[src/rtl/fetch_prefetch_queue.sv]
// Instruction prefetch FIFO between program-memory fetch and decode_stage.
// Holds fetched words with their PCs so fetch can keep running while decode stalls.
//
// Ports:
//   clk, init                  divided core clock; synchronous active-high reset
//   fetch_valid/inst/pc        word from program memory; fetch_ready = room for it
//   decode_ready               decode consumes the head this cycle (low = stall)
//   inst_valid/inst_out/pc_out head of queue; NOP_INST / 16'h0000 when empty
//   flush                      control-flow redirect; drops every entry
//   level                      occupancy, 0..DEPTH
//
// Optional feature: define PREFETCH_BYPASS_EN to forward a fetch word straight to
// the head ports when the queue is empty (zero-latency path). Undefined by default.

module fetch_prefetch_queue #(
    parameter int          DEPTH    = 4,
    parameter logic [15:0] NOP_INST = 16'h4C00
) (
    input  logic                     clk,
    input  logic                     init,
    input  logic                     fetch_valid,
    input  logic [15:0]              fetch_inst,
    input  logic [15:0]              fetch_pc,
    output logic                     fetch_ready,
    input  logic                     decode_ready,
    output logic                     inst_valid,
    output logic [15:0]              inst_out,
    output logic [15:0]              pc_out,
    input  logic                     flush,
    output logic [$clog2(DEPTH):0]   level
);

    localparam int PW = $clog2(DEPTH);
    localparam int LW = PW + 1;

    localparam logic [LW-1:0] FULL = LW'(DEPTH);

    typedef struct packed {
        logic [15:0] inst;
        logic [15:0] pc;
    } entry_t;

    entry_t        mem [DEPTH];
    logic [PW-1:0] wr_ptr;
    logic [PW-1:0] rd_ptr;
    logic [LW-1:0] level_q;

    logic   q_valid;
    logic   bypass_hit;
    logic   bypass_take;
    logic   push;
    logic   pop;
    entry_t head;

    assign level   = level_q;
    assign q_valid = (level_q != '0);
    assign head    = mem[rd_ptr];

`ifdef PREFETCH_BYPASS_EN
    // Empty queue: present the incoming fetch word directly on the head ports.
    assign bypass_hit = ~q_valid & fetch_valid & ~flush;
`else
    assign bypass_hit = 1'b0;
`endif

    // A bypassed word that decode accepts is consumed without being stored.
    assign bypass_take = bypass_hit & decode_ready;

    // Full queue refuses a push even if a pop happens in the same cycle.
    assign fetch_ready = (level_q != FULL);

    assign push = fetch_valid & fetch_ready & ~flush & ~bypass_take;
    assign pop  = q_valid & decode_ready & ~flush;

    always_comb begin
        inst_valid = q_valid | bypass_hit;
        inst_out   = NOP_INST;
        pc_out     = 16'h0000;
        if (q_valid) begin
            inst_out = head.inst;
            pc_out   = head.pc;
        end else if (bypass_hit) begin
            inst_out = fetch_inst;
            pc_out   = fetch_pc;
        end
    end

    always_ff @(posedge clk) begin
        if (init) begin
            wr_ptr  <= '0;
            rd_ptr  <= '0;
            level_q <= '0;
        end else if (flush) begin
            wr_ptr  <= '0;
            rd_ptr  <= '0;
            level_q <= '0;
        end else begin
            if (push) begin
                wr_ptr <= wr_ptr + PW'(1);
            end
            if (pop) begin
                rd_ptr <= rd_ptr + PW'(1);
            end
            unique case ({push, pop})
                2'b10:   level_q <= level_q + LW'(1);
                2'b01:   level_q <= level_q - LW'(1);
                default: level_q <= level_q;
            endcase
        end
    end

    // Storage is not reset; level alone decides which entries are live.
    always_ff @(posedge clk) begin
        if (push && !init) begin
            mem[wr_ptr] <= '{inst: fetch_inst, pc: fetch_pc};
        end
    end

endmodule

[config.mk]
export PLATFORM = sky130hd
export DESIGN_NAME = fetch_prefetch_queue
export DESIGN_NICKNAME = d
export VERILOG_FILES = /design/src/rtl/fetch_prefetch_queue.sv
export SDC_FILE = /design/constraint.sdc
export NUM_CORES = 1
export LEC_CHECK = 0
export CORE_MARGIN = 2
export CORE_UTILIZATION = 40
export DETAILED_ROUTE_END_ITERATION = 10
export PLACE_DENSITY_LB_ADDON = 0.25
export SYNTH_ARGS = -nofsm -noshare
export SYNTH_HDL_FRONTEND = slang
export SYNTH_SLANG_ARGS = --single-unit
[constraint.sdc]
create_clock -name clk -period 4.6 [get_ports clk]
set_input_delay 1.15 -clock clk [delete_from_list [all_inputs] [get_ports clk]]
set_output_delay 1.15 -clock clk [all_outputs]
set_load 0.01 [all_outputs]
==> metrics, run 1 <==
final core utilization 0.531; TritonCTS clock tree built; period utilization 0.823; FMAX 264 MHz; DIE HEIGHT about 120 microns; GP Congestion 0.683; cts hold-fix bufs 0; Synth Cell Area 5340 sq um; via count 2641; Ys Warns 0; critical path launch point type flop; clk root buf clkbuf_16; Rows 42; DPL Wire Length 6000 microns; Slew Limit Fails 0; slowest cell on the critical path dfxtp_2; CP bufs+invs 2; post-layout min period 3.78 ns; leakage 0.00221 uW; Clock Latency Late Sink 0.41 ns; clk sink count 137; Final Skew 0.00429 ns; GR Util All Layers 0.143; initial drt markers 200; total global routing overflow 0; maximum ir drop on the vdd rail 207 uV; WL final 9620 microns; largest net degree at the start of global routing 33; vias in the first global route roughly 2.7k; Crit Path Category flop to output pin; vias per inst 4.91; Unique masters post-synth 25; Layout Nets 392; syn_nets 300; Core Area 13100 sq um; FF+latch count, synth 137; Longest Clk Path Bufs 2; HP Class flop to flop; first-pass GRT wire length 14900 microns; status complete, no violations; Final ANT Viol Nets 0; total power between 2000 and 3000 uW; layout cells sized above 1 0.232; DRT Pass-1 Iters 4; WP data required 3.45 ns; Initial Utilization 0.406; Final Hold Vio Count 0; setup_tns 0 ns; RSZ-0062 raised after global routing false; sequential area share after synthesis 0.754; Die X approximately 120 microns; CTS resizes 0; DIE AREA 14300 sq um; Max-slew headroom 0.404; synthesized netlist cell count 257; CP max stage delay 0.69 ns; crit-path leading delay family buffers and inverters; maxcap violations 0; DR WL/cell 17.9 microns; CP max FO 16; quantity of I/O buffers inserted on ports 73; residual DRC count 0; H-tree levels 4; IO Pins between 70 and 80; syn_area_per_cell 20.8 sq um; CTS Buf Count 17; actual slew at the worst max-slew pin between 0.8 and 0.9 ns; WHS 0.485 ns; ANT cells 0; initial antenna violation count 0; Layout Area Growth over Synthesis 30.6%; CP arrival approximately 2.6 ns; Setup crit end kind output pin; crit-path cells buf_4 > mux4_2 > nor2b_1 > clkdlybuf4s50_1; Final Setup Violations 0; clk slew on worst S/H paths about 0.05 ns; Power Dens Cells 428 nW/um^2; number of setup buffers added after CTS 0
[cells in the mapped netlist, drive strengths merged]
library cell	number	area (sq um)
clkbuf	4	15.0
or3	2	12.5
o21ai	2	10.0
or3b	1	8.76
dfxtp	9	180
ha	5	62.6
edfxtp	128	3840
inv	6	22.5
nor3	1	10.0
mux4	32	721
buf	7	68.8
fa	1	20.0
nor2	7	26.3
nand2	5	18.8
nor3b	4	30.0
a21oi	3	15.0
mux2i	2	20.0
xor2	3	26.3
nand3b	1	11.3
or2	4	25.0
o31ai	1	7.51
nor2b	29	181
[final timing paths]
| path | startpoint | endpoint | depth (start not counted) | slack (ns) |
|---|---|---|---|---|
| setup / recovery | flop | inst_out[9] | 4 | 0.82 |
| hold / removal | rd_ptr[1] | flop | 2 | 0.49 |
| setup reg to reg | level[2] | level[2] | 8 | 2.13 |
| hold reg to reg | rd_ptr[1] | flop | 2 | 0.49 |
[area by class of cell]
class / instances / area (sq um)
Clock buffer: 18 / 429
Clock inverter: 14 / 228
Fill cell: 1082 / 6170
Inverter: 6 / 22.5
Multi-Input combinational cell: 103 / 1230
Sequential cell: 137 / 4030
Tap cell: 176 / 220
Timing Repair Buffer: 84 / 813
[tightest hold or removal path, delay by kind of cell (launching register included)]
kind               cells  cell delay, ns
AOI/OAI and AO/OA      2            0.14
DFF                    1            0.30
[flip-flops by register name (all words and copies together), names as in the netlist, named ones only]
signal and cells:
mem 128, level 3, rd_ptr 2, wr_ptr 2
[report_power, final]
part | switching [uW] | total, uW | internal (uW)
Combinational | 50.0 | 115 | 64.6
Clock | 482 | 1490 | 1010
Sequential | 4.73 | 1380 | 1370
[routing by layer]
metal,global-route usage,wire length [microns],up-vias
met1,0.185,4290,1359
met2,0.229,4680,68
met3,0.0456,502,17
met5,0,0,-
li1,-,-,1197
met4,0.0529,142,0
[cell usage in the layout, fill, tap and decap left out, drive strengths merged, types with 2 or more instances in the layout]
cell             n
a21oi            3
buf             11
bufinv           6
clkbuf          18
clkdlybuf4s50   73
clkinv           6
clkinvlp         2
dfxtp            9
edfxtp         128
ha               5
inv              6
mux2i            2
mux4            32
nand2            5
nor2             7
nor2b           29
nor3b            4
o21ai            2
or2              4
or3              2
xor2             3
[cells by family (layout without fill, tap and decap cells)]
kind of cell               Yosys count  after routing  share of synthesized area
DFF                                137            137                      0.754
and+or+nand+nor                     54             54                     0.0607
xor gates and xnor gates             3              3                    0.00492
muxes                               34             34                      0.139
adders and majority gates            6              6                     0.0155
buffers and inverters               17            122                     0.0199
AOI/OAI and AO/OA                    6              6                    0.00610
[stage by stage]
step	setup WS [ns]	cell area (sq um)	instances
floorplan	0.258	5340	257
global placement	1.16	6310	506
detailed placement	1.18	6310	506
CTS	0.734	6970	538
global route	0.632	6970	538
finish	0.816	6970	538
Note: power is estimated with default switching activity, not from simulation.
==> inputs of run 2 (changes only) <==
==> constraint.sdc (replaced) <==
create_clock -name clk -period 3.6 [get_ports clk]
set_input_delay 0.9 -clock clk [delete_from_list [all_inputs] [get_ports clk]]
set_output_delay 0.9 -clock clk [all_outputs]
set_load 0.01 [all_outputs]
==> run 2 against run 1 <==
  * Register-to-register slack got worse by 0.99 ns
  * Critical path depth unchanged
  * Power up 22%
  * Clock power is 16% higher
  * Die area did not move
  * Final area down 0.61%
  * Non-clock buffer count unchanged
  * Sequential cell count unchanged
  * Sequential share of layout area up 0.35 points
  * Sequential power is 28% higher
  * Global-route usage is 0.29 points higher
==> metrics, run 2 (synthesis results as in run 1) <==
CTS Buf Count 17 (unchanged); period utilization 0.920; ANT cells 0 (unchanged); Final Setup Violations 0 (unchanged); min-delay src rd_ptr[1]; Final Hold Vio Count 0 (unchanged); vias in the first global route 2866 (+4.3%); commonest non-fill, non-tap cell in the layout edfxtp_1; initial antenna violation count 0 (unchanged); clk root buf clkbuf_16; maximum ir drop on the vdd rail 403 uV (+95%); worst reg2reg startpoint level[2]; fillers 1065 (-1.6%); GR Util All Layers 0.146 (+0.00294); via count 2619 (-0.83%); Initial Utilization 0.406 (unchanged); residual DRC count 0 (unchanged); DR WL/cell 18.0 microns (+0.43%); Rows 42 (unchanged); Layout Nets 392 (unchanged); CP max FO 13 (-3); DIE HEIGHT 120 microns (unchanged); Core Area 13100 sq um (unchanged); WP data required 2.70 ns (-0.75 ns); Crit Path Category flop to output pin; vias per inst 4.87 (-0.83%); DRT Pass-1 Iters 4 (unchanged); Layout Area Growth over Synthesis 29.8%; FMAX 302 MHz; H-tree levels 4 (unchanged); maxcap violations 0 (unchanged); DPL Wire Length 5830 microns (-2.7%); HP Class flop to flop; post-route cell area 6930 sq um (-0.61%); max reg flops 128 (unchanged); IO Pins 74 (unchanged); total global routing overflow 0 (unchanged); number of setup buffers added after CTS 0 (unchanged); RSZ-0062 raised after global routing false; clk slew on worst S/H paths 0.06 ns (about the same); CP arrival 2.41 ns (-0.22 ns); Biggest register mem; Power Dens Cells 525 nW/um^2 (+22%); Max-slew headroom 0.665 (+0.261); layout cells sized above 1 0.238 (+0.00552); actual slew at the worst max-slew pin 0.503 ns (-0.391 ns); critical path launch point type flop; DIE AREA 14300 sq um (unchanged); quantity of I/O buffers inserted on ports 73 (unchanged); largest net degree at the start of global routing 36 (+9.1%); Slew Limit Fails 0 (unchanged); Clock Latency Late Sink 0.41 ns (about the same); Setup crit end kind output pin; clk sink count 137 (unchanged); leakage 0.00218 uW (-1.6%); DP Area 6330 sq um (+0.20%); Final ANT Viol Nets 0 (unchanged); Final Skew 0.00376 ns (-0.000535 ns); status complete, no violations; WL final 9660 microns (+0.43%); CTS resizes 0 (unchanged); WHS 0.482 ns (-0.00368 ns); GP Congestion 0.715 (+4.6%); first-pass GRT wire length 15300 microns (+2.3%); TritonCTS clock tree built; initial drt markers 186 (-7.0%); post-layout min period 3.31 ns; most frequent cells in the layout edfxtp_1, clkdlybuf4s50_1, mux4_2, nor2b_1, clkbuf_16; Die X 120 microns (unchanged); Longest Clk Path Bufs 2 (unchanged); cts hold-fix bufs 0 (unchanged)
==> run 2: changes by cell type in the layout (fill, tap and decap cells not counted), sizes merged <==
cell and delta:
bufinv -3, clkbuf -1, clkinv -2, clkinvlp +4, inv +2
==> run 2: final timing paths <==
check          endpoint  slack (ns)  cells after the start
max          pc_out[13]        0.29                      4
min                flop        0.48                      2
max reg2reg    level[2]        1.14                      8
min reg2reg        flop        0.48                      2
==> run 2: through the flow <==
step | instances | utilization | power, uW | TNS, ns | setup WS (ns)
2_1_floorplan | 257 | - | 1850 | -62.43 | -0.492
3_3_place_gp | 506 | 0.482 | 1940 | 0 | 0.657
3_5_place_dp | 506 | 0.482 | 1940 | 0 | 0.554
4_1_cts | 538 | 0.527 | 3680 | 0 | 0.211
5_1_grt | 538 | 0.527 | 3760 | 0 | 0.141
6_report | 538 | 0.527 | 3640 | 0 | 0.287
==> run 2: metal layers <==
| layer | GRT usage | vias up | wire length (microns) |
|---|---|---|---|
| li1 | - | 1204 | - |
| met1 | 0.182 | 1342 | 4140 |
| met2 | 0.239 | 62 | 4960 |
| met3 | 0.0513 | 11 | 464 |
| met4 | 0.0507 | 0 | 93 |
| met5 | 0 | - | 0 |
==> run 2: area by class of cell <==
class / count / area [sq um] / area share
Sequential cell: 137 / 4030 / 0.581
Multi-Input combinational cell: 103 / 1230 / 0.178
Timing Repair Buffer: 84 / 826 / 0.119
Clock buffer: 17 / 425 / 0.0614
Tap cell: 176 / 220 / 0.0318
Clock inverter: 15 / 176 / 0.0255
Inverter: 6 / 22.5 / 0.00325
==> run 2: worst max-delay path: stages (launching register included) <==
cell and delay [ns]:
dfxtp_2 0.49, buf_4 0.33, mux4_2 0.52, nor2b_1 0.16
clkdlybuf4s50_1 0.50
==> run 2: where the power goes <==
part	switching [uW]	internal [uW]
combinational	63.9	82.2
sequential	5.27	1760
clock	640	1090
==> inputs of run 3 (changes only) <==
--- a/config.mk
+++ b/config.mk
@@ -7,8 +7,8 @@
 export LEC_CHECK = 0
 export CORE_MARGIN = 2
 export CORE_UTILIZATION = 40
+export CTS_BUF_LIST = sky130_fd_sc_hd__clkbuf_2 sky130_fd_sc_hd__clkbuf_4 sky130_fd_sc_hd__clkbuf_8
 export DETAILED_ROUTE_END_ITERATION = 10
-export PLACE_DENSITY_LB_ADDON = 0.25
 export SYNTH_ARGS = -nofsm -noshare
 export SYNTH_HDL_FRONTEND = slang
 export SYNTH_SLANG_ARGS = --single-unit
==> run 3 against run 2 <==
  * Worst hold slack improved by 0.033 ns
  * Largest cell class unchanged
  * Routed wire length decreased by 2.2%
  * Via count down 0.65%
  * Final area fell by 3.0%
  * Combinational power barely moved
  * Critical path depth stayed put
  * Power shrank 14%
  * Non-clock buffer count stayed put
  * Sequential share of layout area up 1.8 points
  * Count of clock-buffer cells in the layout increased by 2
  * Global-route usage shrank 0.35 points
==> metrics, run 3 (synthesis results as in run 1) <==
Power Dens Cells 465 nW/um^2 (-11%); largest net degree at the start of global routing 33 (-8.3%); initial drt markers 140 (-25%); IO Pins 74 (unchanged); TritonCTS clock tree built; DIE HEIGHT 120 microns (unchanged); clk slew on worst S/H paths 0.08 ns (+0.02 ns); RSZ-0062 raised after global routing false; DR WL/cell 17.5 microns (-2.4%); post-route cell area 6720 sq um (-3.0%); Layout Nets 392 (unchanged); Initial Utilization 0.406 (unchanged); Biggest register mem; residual DRC count 0 (unchanged); vias per inst 4.83 (-0.83%); Layout Area Growth over Synthesis 26.0%; setup_tns 0 ns (unchanged); cts hold-fix bufs 0 (unchanged); Final Hold Vio Count 0 (unchanged); final setup margin 0.369 ns (+0.0819 ns); HP Class flop to flop; first-pass GRT wire length 14800 microns (-3.1%); Max-slew headroom 0.482 (-0.183); actual slew at the worst max-slew pin 0.775 ns (+0.272 ns); status complete, no violations; Core Area 13100 sq um (unchanged); WL final 9440 microns (-2.2%); slowest cell on the critical path nor3_4; Crit Path Category flop to output pin; CP max stage delay 0.69 ns (+0.17 ns); critical path launch point type flop; total global routing overflow 0 (unchanged); GR Util All Layers 0.143 (-0.00355); post-layout min period 3.23 ns (-0.0819 ns); Rows 42 (unchanged); H-tree levels 4 (unchanged); Longest Clk Path Bufs 2 (unchanged); Die X 120 microns (unchanged); number of setup buffers added after CTS 0 (unchanged); layout cells sized above 1 0.238 (unchanged); GP Congestion 0.672 (-6.0%); fillers 1084 (+1.8%); quantity of I/O buffers inserted on ports 73 (unchanged); most frequent cells in the layout edfxtp_1, clkdlybuf4s50_1, mux4_2, nor2b_1, clkbuf_8; maximum ir drop on the vdd rail 193 uV (-52%); period utilization 0.898 (-0.0228); WP data required 2.70 ns (about the same); max reg flops 128 (unchanged); CP max FO 16 (+3); clk sink count 137 (unchanged); Final Setup Violations 0 (unchanged); CP arrival 2.33 ns (-0.08 ns); Setup crit end kind output pin; clk root buf clkbuf_8; leakage 0.00209 uW (-3.9%); DPL Wire Length 5620 microns (-3.7%); via count 2602 (-0.65%); commonest non-fill, non-tap cell in the layout edfxtp_1; Final ANT Viol Nets 0 (unchanged); DP Area 6330 sq um (unchanged); maxcap violations 0 (unchanged); DRT Pass-1 Iters 4 (unchanged); DIE AREA 14300 sq um (unchanged); initial antenna violation count 1 (+1); crit-path cells nor3_4 > buf_4 > nor2b_1 > clkdlybuf4s50_1; vias in the first global route 2809 (-2.0%); Place WS 0.572 ns (+0.0178 ns); FMAX 309 MHz (+2.5%); Slew Limit Fails 0 (unchanged); CTS Buf Count 17 (unchanged); Final Skew 0.0118 ns (+0.00805 ns); Clock Latency Late Sink 0.42 ns (about the same); CTS resizes 0 (unchanged)
-- run 3: cell types whose count changed in the layout (fill, tap and decap cells not counted), sizes merged --
cell	delta
inv	+1
clkbuf	+2
diode	+1
clkinvlp	-3
bufinv	-1
clkinv	+1
-- run 3: per-stage QoR --
stage | util | power, uW | hold WS, ns | std cells
global route | 0.512 | 3250 | 0.548 | 538
detailed placement | 0.482 | 1940 | 0.480 | 506
floorplan | - | 1850 | 0.459 | 257
finish | 0.512 | 3130 | 0.515 | 539
global placement | 0.482 | 1940 | 0.461 | 506
CTS | 0.512 | 3170 | 0.506 | 538
-- run 3: where the power goes --
group / switching (uW) / total, uW / internal, uW
sequential: 4.67 / 1760 / 1750
combinational: 63.9 / 147 / 82.9
clock: 587 / 1220 / 637
total: 655 / 3130 / 2470
-- run 3: final cells by class --
class | count | area, sq um | area share
antenna | 1 | 2.50 | 0.000372
clock buffer | 19 | 249 | 0.0370
clock inverter | 13 | 145 | 0.0216
inverter | 6 | 22.5 | 0.00335
multi-input combinational | 103 | 1230 | 0.183
sequential | 137 | 4030 | 0.599
tap | 176 | 220 | 0.0328
timing repair buffer | 84 | 826 | 0.123
-- run 3: layer usage --
metal | track usage | wire (microns) | share of wire | vias up
li1 | - | - | - | 1206
met1 | 0.183 | 4090 | 0.43 | 1323
met2 | 0.231 | 4800 | 0.51 | 63
met3 | 0.0423 | 462 | 0.049 | 10
met4 | 0.0529 | 94 | 0.010 | 0
met5 | 0 | 0 | 0 | -
-- run 3: worst max-delay path: cells and delay by family, from the launching register on --
kind	cells	cell delay [ns]
buffers and inverters	2	0.78
and+or+nand+nor	2	0.75
DFF	1	0.38
-- run 3: final timing paths --
| check | to | depth (start not counted) | startpoint | slack (ns) |
|---|---|---|---|---|
| setup / recovery | pc_out[0] | 4 | level[1] | 0.37 |
| setup reg to reg | level[2] | 8 | level[2] | 1.13 |
| hold reg to reg | wr_ptr[1] | 2 | wr_ptr[1] | 0.51 |
| hold / removal | wr_ptr[1] | 2 | wr_ptr[1] | 0.51 |
